==> src/rtl/mc_pkg.sv <==
// Shared types and encodings for the multicycle control unit.
// Optional HALT state is present only when MC_CTRL_HALT_EN is defined.
package mc_pkg;

  typedef enum logic [3:0] {
    ST_FETCH,
    ST_DECODE,
    ST_MEMADR,
    ST_MEMRD,
    ST_MEMWB,
    ST_MEMWR,
    ST_EXEC,
    ST_RWB,
    ST_BRANCH,
    ST_JUMP,
    ST_IEXEC,
    ST_IWB
`ifdef MC_CTRL_HALT_EN
    ,
    ST_HALT
`endif
  } state_e;

  localparam logic [3:0] OP_RTYPE = 4'h0;
  localparam logic [3:0] OP_LW    = 4'h1;
  localparam logic [3:0] OP_SW    = 4'h2;
  localparam logic [3:0] OP_BEQ   = 4'h3;
  localparam logic [3:0] OP_J     = 4'h4;
  localparam logic [3:0] OP_ADDI  = 4'h5;
`ifdef MC_CTRL_HALT_EN
  localparam logic [3:0] OP_HALT  = 4'hF;
`endif

  // 2'b10 and 2'b11 both select Instruction[7:0]; 11 marks the branch-target use.
  localparam logic [1:0] SELB_RD2    = 2'b00;
  localparam logic [1:0] SELB_ONE    = 2'b01;
  localparam logic [1:0] SELB_IMM    = 2'b10;
  localparam logic [1:0] SELB_BRANCH = 2'b11;

  localparam logic [1:0] ALUOP_ADD   = 2'b00;
  localparam logic [1:0] ALUOP_SUB   = 2'b01;
  localparam logic [1:0] ALUOP_FUNCT = 2'b10;

  localparam logic [1:0] PCSRC_ALU    = 2'b00;
  localparam logic [1:0] PCSRC_ALUOUT = 2'b01;
  localparam logic [1:0] PCSRC_JUMP   = 2'b10;

  function automatic logic is_mem_state(state_e s);
    return s inside {ST_FETCH, ST_MEMRD, ST_MEMWR};
  endfunction

endpackage

==> src/rtl/mc_mem_timer.sv <==
// Memory wait counter: clear has priority over enable; expire flags the limit.
module mc_mem_timer #(
  parameter int MEM_TIMEOUT = 15
) (
  input  logic clk,
  input  logic rst_n,
  input  logic clear,
  input  logic enable,
  output logic expire
);

  localparam logic [7:0] LIMIT = 8'(MEM_TIMEOUT);

  logic [7:0] count;

  // NOTE: sequential state uses non-blocking assignments so every flop samples pre-edge values.
  always_ff @(posedge clk or negedge rst_n) begin
    if (!rst_n) begin
      count <= 8'd0;
    end else if (clear) begin
      count <= 8'd0;
    end else if (enable) begin
      count <= count + 8'd1;
    end
  end

  assign expire = (count == LIMIT);

endmodule

==> src/rtl/mc_ctrl_fsm.sv <==
// Multicycle control FSM for the 8-bit datapath feeding mAlu.
// Define MC_CTRL_HALT_EN to build the HALT state (opcode 1111).
module mc_ctrl_fsm
  import mc_pkg::*;
#(
  parameter int MEM_TIMEOUT = 15
) (
  input  logic       clk,
  input  logic       rst_n,
  input  logic [3:0] Opcode,
  input  logic       Zero,
  input  logic       MemReady,
  output logic       ALUSelA,
  output logic [1:0] ALUSelB,
  output logic [1:0] ALUOp,
  output logic       IorD,
  output logic       MemRead,
  output logic       MemWrite,
  output logic       IRWrite,
  output logic       RegWrite,
  output logic       RegDst,
  output logic       MemtoReg,
  output logic [1:0] PCSource,
  output logic       PCEn,
  output logic       MemErr,
  output logic       Halted
);

  state_e state, next_state;
  logic   mem_wait, timeout, expire;
  logic   pc_write, pc_write_cond;

  // A memory state counts only the cycles it is stalled; any other cycle restarts the count.
  assign mem_wait = is_mem_state(state) && !MemReady;
  assign timeout  = mem_wait && expire;

  mc_mem_timer #(.MEM_TIMEOUT(MEM_TIMEOUT)) u_timer (
    .clk    (clk),
    .rst_n  (rst_n),
    .clear  (!mem_wait || timeout),
    .enable (mem_wait),
    .expire (expire)
  );

  always_ff @(posedge clk or negedge rst_n) begin
    if (!rst_n) state <= ST_FETCH;
    else        state <= next_state;
  end

  always_comb begin
    next_state = state;
    case (state)
      ST_FETCH:  if (MemReady) next_state = ST_DECODE;
      ST_DECODE: begin
        case (Opcode)
          OP_LW, OP_SW: next_state = ST_MEMADR;
          OP_RTYPE:     next_state = ST_EXEC;
          OP_BEQ:       next_state = ST_BRANCH;
          OP_J:         next_state = ST_JUMP;
          OP_ADDI:      next_state = ST_IEXEC;
`ifdef MC_CTRL_HALT_EN
          OP_HALT:      next_state = ST_HALT;
`endif
          default:      next_state = ST_FETCH;
        endcase
      end
      ST_MEMADR: next_state = (Opcode == OP_SW) ? ST_MEMWR : ST_MEMRD;
      ST_MEMRD: begin
        if (MemReady)     next_state = ST_MEMWB;
        else if (timeout) next_state = ST_FETCH;
      end
      ST_MEMWR:  if (MemReady || timeout) next_state = ST_FETCH;
      ST_EXEC:   next_state = ST_RWB;
      ST_IEXEC:  next_state = ST_IWB;
`ifdef MC_CTRL_HALT_EN
      ST_HALT:   next_state = ST_HALT;
`endif
      default:   next_state = ST_FETCH;
    endcase
  end

  // NOTE: every output gets a default before the case so no latch is inferred.
  // Gating on rst_n drops all strobes asynchronously while reset is held.
  always_comb begin
    ALUSelA       = 1'b0;
    ALUSelB       = SELB_RD2;
    ALUOp         = ALUOP_ADD;
    IorD          = 1'b0;
    MemRead       = 1'b0;
    MemWrite      = 1'b0;
    IRWrite       = 1'b0;
    RegWrite      = 1'b0;
    RegDst        = 1'b0;
    MemtoReg      = 1'b0;
    PCSource      = PCSRC_ALU;
    pc_write      = 1'b0;
    pc_write_cond = 1'b0;
`ifdef MC_CTRL_HALT_EN
    Halted        = 1'b0;
`endif
    if (rst_n) begin
      case (state)
        ST_FETCH: begin
          MemRead  = 1'b1;
          ALUSelB  = SELB_ONE;
          IRWrite  = MemReady;
          pc_write = MemReady;
        end
        ST_DECODE: ALUSelB = SELB_BRANCH;
        ST_MEMADR: begin
          ALUSelA = 1'b1;
          ALUSelB = SELB_IMM;
        end
        ST_MEMRD: begin
          MemRead = 1'b1;
          IorD    = 1'b1;
        end
        ST_MEMWB: begin
          RegWrite = 1'b1;
          MemtoReg = 1'b1;
        end
        ST_MEMWR: begin
          MemWrite = 1'b1;
          IorD     = 1'b1;
        end
        ST_EXEC: begin
          ALUSelA = 1'b1;
          ALUOp   = ALUOP_FUNCT;
        end
        ST_RWB: begin
          RegWrite = 1'b1;
          RegDst   = 1'b1;
        end
        ST_BRANCH: begin
          ALUSelA       = 1'b1;
          ALUOp         = ALUOP_SUB;
          pc_write_cond = 1'b1;
          PCSource      = PCSRC_ALUOUT;
        end
        ST_JUMP: begin
          pc_write = 1'b1;
          PCSource = PCSRC_JUMP;
        end
        ST_IEXEC: begin
          ALUSelA = 1'b1;
          ALUSelB = SELB_IMM;
        end
        ST_IWB: RegWrite = 1'b1;
`ifdef MC_CTRL_HALT_EN
        ST_HALT: Halted = 1'b1;
`endif
        default: ;
      endcase
    end
  end

  assign PCEn   = pc_write | (pc_write_cond & Zero);
  assign MemErr = rst_n & timeout;

`ifndef MC_CTRL_HALT_EN
  assign Halted = 1'b0;
`endif

endmodule

==> config.mk <==
export PLATFORM = sky130hd
export DESIGN_NAME = mc_ctrl_fsm
export DESIGN_NICKNAME = d
export VERILOG_FILES = /design/src/rtl/mc_pkg.sv /design/src/rtl/mc_mem_timer.sv /design/src/rtl/mc_ctrl_fsm.sv
export SDC_FILE = /design/constraint.sdc
export NUM_CORES = 1
export LEC_CHECK = 0
export CAP_MARGIN = 20
export CORE_ASPECT_RATIO = 1.5
export CORE_MARGIN = 2
export CORE_UTILIZATION = 30
export CTS_BUF_LIST = sky130_fd_sc_hd__clkbuf_8 sky130_fd_sc_hd__clkbuf_16
export DETAILED_ROUTE_END_ITERATION = 10
export GPL_TIMING_DRIVEN = 0
export SLEW_MARGIN = 10
export SYNTH_ARGS = -nofsm -noshare
export SYNTH_HDL_FRONTEND = slang
export SYNTH_SLANG_ARGS = --single-unit
==> constraint.sdc <==
create_clock -name clk -period 3.2 [get_ports clk]
set_input_delay 0.32 -clock clk [delete_from_list [all_inputs] [get_ports clk]]
set_output_delay 0.32 -clock clk [all_outputs]
set_load 0.05 [all_outputs]
Word-level counts from Yosys, hierarchy flattened
Index checks and enable logic that the tools add are counted.
{ "word_totals": {"wordCells": 78, "register_bits": 12, "out_inout_bits": 17, "inputBits": 8} }
{ "classes": {"n_eq_ne": 20, "bitwise": 3, "addsub": 1, "mux": 35, "reduce_logical": 17} }
{ "ops": {"columns": ["operator", "count"], "rows": [
  ["$pmux W4 S7", 1],
  ["$eq A4 B3 Y1 const B", 6],
  ["$pmux W4 S5", 1],
  ["$mux W1", 19],
  ["$eq A4 B2 Y1 const B", 4],
  ["$eq A4 B4 Y1 const B", 4],
  ["$mux W4", 4],
  ["$mux W8", 2],
  ["$add A8 B1 Y8 const B", 1],
  ["$eq A4 B1 Y1 const B", 2],
  ["$eq A8 B4 Y1 const B", 1],
  ["$logic_not A4 Y1", 2],
  ["$pmux W2 S2", 2],
  ["$reduce_or A2 Y1", 4],
  ["$mux W2", 3],
  ["$pmux W2 S3", 1],
  ["$reduce_or A4 Y1", 1],
  ["$mux W3", 1],
  ["$ne A3 B3 Y1 const B", 1],
  ["$reduce_and A3 Y1", 1],
  ["$reduce_bool A3 Y1", 1],
  ["$reduce_or A3 Y1", 1],
  ["$and A1 B1 Y1", 2],
  ["$logic_and A1 B1 Y1", 2],
  ["7 further kinds", 9]
]} }

Depth between registers and ports, before layout
Gate-level depths: netlist of the first run.
{ "depth": {"ltp_word": 7, "mapped_depth": 6, "mapped_depth_nobuf": 5} }

Modules after synthesis
Synthesis of the first run repeated with hierarchy kept, for this count alone.
{ "unflattened": {"cells_unflattened": 121, "area_unflattened_um2": 963.4} }
{ "by_module_without_submodules": {"columns": ["mod", "instances", "cells_per_inst", "seq_area_each_um2", "area_each_um2"], "rows": [
  ["mc_ctrl_fsm", 1, 82, 100.1, 569.3],
  ["mc_mem_timer", 1, 39, 200.2, 394.1]
]} }

Worst setup path before layout of the first run
Ideal clock, no wire load.
{ "synth_timing": {"path_kind": "reg2out", "startpoint": "register state[0]", "endpoint": "output ALUSelA", "stages_incl_launch_ff": 4, "setup_slack_ps": 590, "required_time_ps": 2880, "arrival_time_ps": 2290, "cell_sequence": "dfrtp_1 -> buf_2 -> clkbuf_1 -> nor4bb_1"} }
{ "synth_between": {"elab_chain_cells": 4, "word_cells_on_any_way": 7, "cone_classes": "4 x eq/ne; 2 x mux; 1 x reduce/logical"} }
{ "synth_rtl": {"columns": ["item", "line", "text"], "rows": [
  ["from (decl)", "mc_ctrl_fsm.sv:29", "state_e state, next_state;"],
  ["from (signal assigned)", "mc_ctrl_fsm.sv:47", "else state <= next_state;"],
  ["$eq A4 B4 Y1, or another cell as far along", "mc_ctrl_fsm.sv:102", "case (state)"],
  ["$reduce_or A4 Y1 (no source line) (*)", null, null],
  ["$mux W1 (*)", "mc_ctrl_fsm.sv:102", null],
  ["$mux W1 (*)", "mc_ctrl_fsm.sv:101", "if (rst_n) begin"],
  ["to (decl)", "mc_ctrl_fsm.sv:13", "output logic ALUSelA,"]
]} }
Mark *: on every way between the ends. The rest lies on a longest branch, timed or not.

Final worst setup path of the first run
{ "layout_timing": {"startpoint": "register u_timer.count[6]", "endpoint": "output MemErr"} }
{ "layout_between": {"elab_chain_cells": 3} }
{ "layout_rtl": {"columns": ["item", "line", "text"], "rows": [
  ["from (decl)", "mc_mem_timer.sv:14", "logic [7:0] count;"],
  ["from (signal assigned)", "mc_mem_timer.sv:23", "count <= count + 8'd1;"],
  ["$eq A8 B4 Y1", "mc_mem_timer.sv:27", "assign expire = (count == LIMIT);"],
  ["$logic_and A1 B1 Y1", "mc_ctrl_fsm.sv:35", "assign timeout = mem_wait && expire;"],
  ["$and A1 B1 Y1", "mc_ctrl_fsm.sv:158", "assign MemErr = rst_n & timeout;"],
  ["to (decl)", "mc_ctrl_fsm.sv:25", "output logic MemErr,"]
]} }
No other way between the ends.

==> results.md, run 1 <==
* Leak at 0.5179 nW
* Post-DRT Antenna Nets at 0
* Die height at 72.23 um
* Final Hold Vio Count at 0
* Peak VDD IR at 0.4130 mV
* Fill cell count at 334
* Met2 Use GR at 26.13%
* Grt met3 use at 2.058%
* ANT cells at 0
* H-tree Lvls at 1
* Synth Instances at 116
* Slew at the pin with the worst max-slew slack at 0.8321 ns
* DP HPWL at 1863 um
* Vias after detailed routing at 919
* Reg2reg start: state[3]
* Clock sink count at 12
* Reg2Reg Setup Slack at 1.67 ns
* # rows at 24
* WP data arrival at 2.35 ns
* Area growth from synthesis to layout at 36.16%
* Pwr/cell area at 786.2 nW/um^2
* Clock transition at path regs at 0.05 ns
* R2r worst-path depth at 6
* Post-route minimum period at 2.671 ns
* Setup crit start: u_timer.count[6]
* Post-route cell area at 1267 um^2
* DR vias/cell at 5.049
* Vias in the first global route at 909
* WHS at 0.1667 ns
* CP Capture Point: MemErr
* Buffers added on ports at 23
* Kind of critical path: reg -> out
* Drt initial violations at 16
* Final Max Tran Viols at 0
* Cell area after synthesis at 930.9 um^2
* Total track usage at 14.45%
* WL/cell at 13.15 um
* Gr ovfl total at 0
* Core ar. at 2943 um^2
* Placer Congestion at 0.9307
* Nets in the synthesized netlist at 125
* Share of cells above drive strength 1 at 12.59%
* Relative slew slack at 44.44%
* Detailed Routing Iterations Pass 1 at 4
* Post-synth ARST share at 100.0%
* CTS tree: done
* Seq/Total Area, Yosys at 32.26%
* M1 GR Usage at 15.08%
* EDFF count, synth at 0
* Io pins at 25
* Placed insts at 178
* Crit Path Max Fanout at 4
* First-pass GRT wire length at 3926 um
* Min-delay worst type: in -> async
* DRC viols at 0
* Max cap viols at 0
* Drt total wl at 2393 um
* CP Capture Type: primary output
* Post-Layout Cell Count at 182
* Final setup viols at 0
* RSZ-0062 raised after global routing: no
* Critical path required time at 2.88 ns
* Status: finished clean
* Synth Register Bits at 12
* Worst-Skew Late Latency at 0.24 ns
* Critical Path Source Type: flip-flop
* Die width at 49.48 um
* Layout Nets at 153
* Final Util at 43.07%
* Fin Setup TNS at 0 ns
* Ys flop type: dfrtp_1
* Clock tree skew after final layout at 0.004050 ns
* Distinct cells, synth at 45
* Critical R2R Capture: state[0]
* Yosys warnings at 0
* Initial core utilization at 31.63%
* CTS root buffer: clkbuf_8
* Largest net degree at the start of global routing at 21
* Average size of a mapped cell at 8.025 um^2
* Full die area at 3574 um^2
* Max clock buf depth at 2
* Antenna violations before repair at 0
* Grt peak-use layer: met2
* Tcrit/Tclk final at 83.46%
* Fmax at 374.4 MHz
* Setup bufs post-CTS at 0
* TritonCTS Buffers at 3
* Placed Instance Area at 1210 um^2
-- stage by stage --
stage / total power, mW / setup WS [ns]
2_1_floorplan: 0.6748 / 0.5899
3_3_place_gp: 0.8324 / 0.1545
3_5_place_dp: 0.8407 / 0.09107
4_1_cts: 1.013 / 0.09096
5_1_grt: 1.069 / 0.3325
6_report: 0.9965 / 0.5292
-- registers in the layout, indices dropped and copies added (netlist names) --
register and cells:
state 4, u_timer.count 8
-- what timing repair did --
item | CTS | global route
resized for setup | 0 | 1
hold buffers | 0 | 0
setup endpoints to repair | 0 | 2
endpoints found under the hold margin | 0 | 0
-- routing by layer --
metal	wire length (um)	share of wire (%)
met1	943	39
met2	1241	52
met3	123	5.1
met4	85	3.6
met5	0	0
-- report_power, final --
group          leakage, nW  internal, mW  total, mW  switching (mW)
clock               0.0288         0.109      0.165          0.0564
combinational        0.327         0.235      0.628           0.393
sequential           0.162         0.180      0.204          0.0233
total                0.518         0.524      0.996           0.473
-- cell usage in the layout (no fill, tap or decap), types with 2 or more instances in the layout --
cell type        count
nand2_1             10
a22oi_1              2
buf_2                6
inv_1                2
dfrtp_1             12
and3_1               3
nor3_1               7
xnor2_1              4
xor2_1               4
clkbuf_8             4
nand2b_1             4
clkdlybuf4s50_1     22
o21a_1               2
nor2b_1              2
o21ai_0              3
nor2_1              18
a21oi_1              4
nand3_1              3
nand3b_1             2
-- critical path, stage by stage, from the launching register on --
cell,delay (ns)
dfrtp_1,0.40
or4_4,0.56
nor2_4,0.13
nand2_1,0.07
nor2_1,0.14
clkdlybuf4s50_1,0.82
-- cells in the mapped netlist (all sizes together) (2+ instances only) --
library cell | number | area [um^2]
dfrtp | 12 | 300.3
nor3 | 8 | 45.04
inv | 2 | 7.510
xnor2 | 4 | 35.03
nor2 | 20 | 85.08
nand3b | 2 | 15.01
nand2 | 10 | 37.54
o21ai | 3 | 15.01
a21oi | 4 | 20.02
o21a | 2 | 15.01
a22oi | 3 | 27.52
nand3 | 4 | 25.02
nor2b | 2 | 12.51
and3 | 3 | 18.77
buf | 8 | 48.80
xor2 | 4 | 35.03
nand2b | 4 | 25.02
-- kinds of logic after synthesis --
kind of cell             Yosys count  share of synthesized area [%]
AND/OR/NAND/NOR                   64                          37.64
AO/OA/AOI/OAI                     19                          14.38
flip-flops                        12                          32.26
buffers and inverters             11                          6.452
XOR/XNOR                           8                          7.526
adder cells (fa/ha/maj)            1                          1.344
other                              1                         0.4028
-- final cells by class --
class                   count  area, um^2  area share (%)
plain buffers               9       52.55           4.146
clock buffers               4       55.05           4.344
inverters                   2       7.507          0.5923
multi-input cells          93       570.5           45.01
flip-flops and latches     12       300.3           23.69
well taps                  39       48.80           3.850
repair buffers             23       232.7           18.36
-- worst min-delay path by stage --
stage	from	endpoint	slack, ns	depth (start not counted)
4_1_cts	u_timer.count[0]	u_timer.count[0]	0.48	1
6_report	rst_n	state[1]	0.17	1
2_1_floorplan	rst_n	state[0]	0.02	0
3_3_place_gp	u_timer.count[0]	u_timer.count[0]	0.47	1
5_1_grt	rst_n	state[1]	0.23	1
3_5_place_dp	u_timer.count[0]	u_timer.count[0]	0.47	1
Note: power is estimated with default switching activity, not from simulation.
==> run 2: changes to the inputs <==
- clock period: 3.2 -> 2.49 ns (I/O delays scaled with it)
==> run 2 against run 1 <==
Final area is 1.5% higher. Clock-buffer cell count stayed put. First-iteration DRC count is 130% higher. Critical path type unchanged.
==> results.md, run 2 (synthesized netlist as in run 1, its figures left out) <==
* Core ar. at 2943 um^2 (unchanged)
* Kind of critical path: reg -> out
* CTS root buffer: clkbuf_8
* CTS tree: done
* Final setup viols at 0 (unchanged)
* Post-route minimum period at 2.376 ns
* Hold Buf Count CTS at 0 (unchanged)
* Critical path required time at 2.24 ns (-0.64 ns)
* Register Area at 300.3 um^2 (unchanged)
* DRC viols at 0 (unchanged)
* Clock transition at path regs at 0.05 ns (about the same)
* WP data arrival at 2.13 ns (-0.22 ns)
* Pwr/cell area at 993.3 nW/um^2 (+26%)
* Min-delay worst type: in -> async
* Area growth from synthesis to layout at 38.17%
* Critical Path Source Type: flip-flop
* Setup ws final at 0.1144 ns (-0.4149 ns)
* Reg2reg start: state[3]
* Slowest stage cell, crit path: clkdlybuf4s50_1
* Die height at 72.23 um (unchanged)
* Fill cell count at 318 (-4.8%)
* DP HPWL at 1789 um (-4.0%)
* Worst-Skew Late Latency at 0.24 ns (about the same)
* Buf/Inv on CP at 3 (+2)
* Leak at 0.6147 nW (+19%)
* Placed Instance Area at 1222 um^2 (+1.0%)
* Tcrit/Tclk final at 95.41%
* Slew at the pin with the worst max-slew slack at 0.5186 ns (-0.3135 ns)
* WHS at 0.05107 ns (-0.1156 ns)
* Post-DRT Antenna Nets at 0 (unchanged)
* Relative slew slack at 65.37% (+21 points)
* Drt initial violations at 37 (+21)
* Share of cells above drive strength 1 at 14.69% (+2.1 points)
* Buffers added on ports at 23 (unchanged)
* WL/cell at 12.77 um (-2.8%)
* RSZ-0062 raised after global routing: no
* Drt total wl at 2325 um (-2.8%)
* TritonCTS Buffers at 3 (unchanged)
* Clock sink count at 12 (unchanged)
* Gr ovfl total at 0 (unchanged)
* DR vias/cell at 4.956 (-1.8%)
* Status: finished clean
* Placer Congestion at 0.8751 (-6.0%)
* First-pass GRT wire length at 3822 um (-2.6%)
* Setup crit start: state[1]
* Antenna violations before repair at 0 (unchanged)
* # rows at 24 (unchanged)
* Crit Path Max Fanout at 10 (+6)
* Fin Setup TNS at 0 ns (unchanged)
* Most frequent CP cell: buf_2
* Largest Register: u_timer.count
* Final Hold Vio Count at 0 (unchanged)
* H-tree Lvls at 1 (unchanged)
* R2r worst-path depth at 6 (unchanged)
* Max cap viols at 0 (unchanged)
* Multi-input gate area in the final layout at 583.1 um^2 (+2.2%)
* Detailed Routing Iterations Pass 1 at 4 (unchanged)
* Vias after detailed routing at 902 (-1.8%)
* Place WS at -0.4116 ns (-0.5027 ns)
* Clock tree skew after final layout at 0.001254 ns (-0.002796 ns)
* Total track usage at 13.90% (-0.56 points)
* Most frequent cells in the layout: nor2_1 (18), clkdlybuf4s50_1 (13), dfrtp_1 (12), nand2_1 (10), nor3_1 (7)
* Final Util at 43.71% (+0.64 points)
* Vias in the first global route at 882 (-3.0%)
* Largest regs: u_timer.count: 8 flops, state: 4 flops
* ANT cells at 0 (unchanged)
* Max FFs per register at 8 (unchanged)
* Critical R2R Capture: state[0]
* Die width at 49.48 um (unchanged)
* Critical path cell sequence: buf_2 > buf_2 > nor3b_1 > clkdlybuf4s50_1
* Layout Nets at 153 (unchanged)
* Post-route cell area at 1286 um^2 (+1.5%)
* Full die area at 3574 um^2 (unchanged)
* Cell family with most CP delay: buffers and inverters
* Final Max Tran Viols at 0 (unchanged)
* Initial core utilization at 31.63% (unchanged)
* Most common cell after layout, fill and taps aside: nor2_1
* Fmax at 420.9 MHz
* Io pins at 25 (unchanged)
* Worst path max stage delay at 0.83 ns (about the same)
* Peak VDD IR at 0.4363 mV (+5.6%)
* CP Capture Type: primary output
* Max clock buf depth at 2 (unchanged)
* Largest net degree at the start of global routing at 21 (unchanged)
* Reg2Reg Setup Slack at 0.95 ns (-0.72 ns)
[run 2: how the worst max path moves through the flow]
stage,to,slack (ns),cells past startpoint
6_report,ALUOp[1],0.11,4
5_1_grt,ALUOp[0],0.002,5
4_1_cts,ALUSelA,0.005,4
3_5_place_dp,IRWrite,-0.41,4
3_3_place_gp,ALUOp[1],-0.41,4
2_1_floorplan,IorD,0.30,4
[run 2: what timing repair did]
item / in CTS / in global routing
setup buffers: 0 / 0
resized for setup: 7 / 5
setup endpoints to repair: 16 / 5
cloned: 0 / 0
[run 2: report_power, final]
group	switching [mW]	internal, mW
Sequential	0.0309	0.232
Combinational	0.508	0.297
Clock	0.0702	0.140
Total	0.609	0.669
[run 2: metal layers]
| layer | vias to the layer above | track usage [%] | routed length (um) |
|---|---|---|---|
| met5 | - | 0 | 0 |
| met4 | 0 | 7.407 | 58 |
| met3 | 7 | 2.263 | 134 |
| met2 | 29 | 25.98 | 1216 |
| met1 | 409 | 14.71 | 915 |
| li1 | 457 | - | - |
[run 2: per-stage QoR]
step                      instances  power (mW)
after floorplan                 116      0.8768
after global placement          178       1.083
after detailed placement        178       1.089
after CTS                       182       1.300
after global routing            182       1.364
final                           182       1.278
[run 2: area by class of cell]
| type | instances | area share [%] |
|---|---|---|
| sequential | 12 | 23.35 |
| tap | 39 | 3.794 |
| timing repair buffer | 23 | 18.58 |
| multi-input combinational | 93 | 45.33 |
| clock buffer | 4 | 4.280 |
| inverter | 2 | 0.5837 |
| buffer | 9 | 4.086 |
[run 2: worst register-to-register path, cell delays in order, from the launching register on]
cell and delay (ns):
dfrtp_1 0.35, buf_2 0.17, nor3_2 0.23, a22oi_1 0.19
or2_1 0.27, buf_6 0.14, a22oi_2 0.12
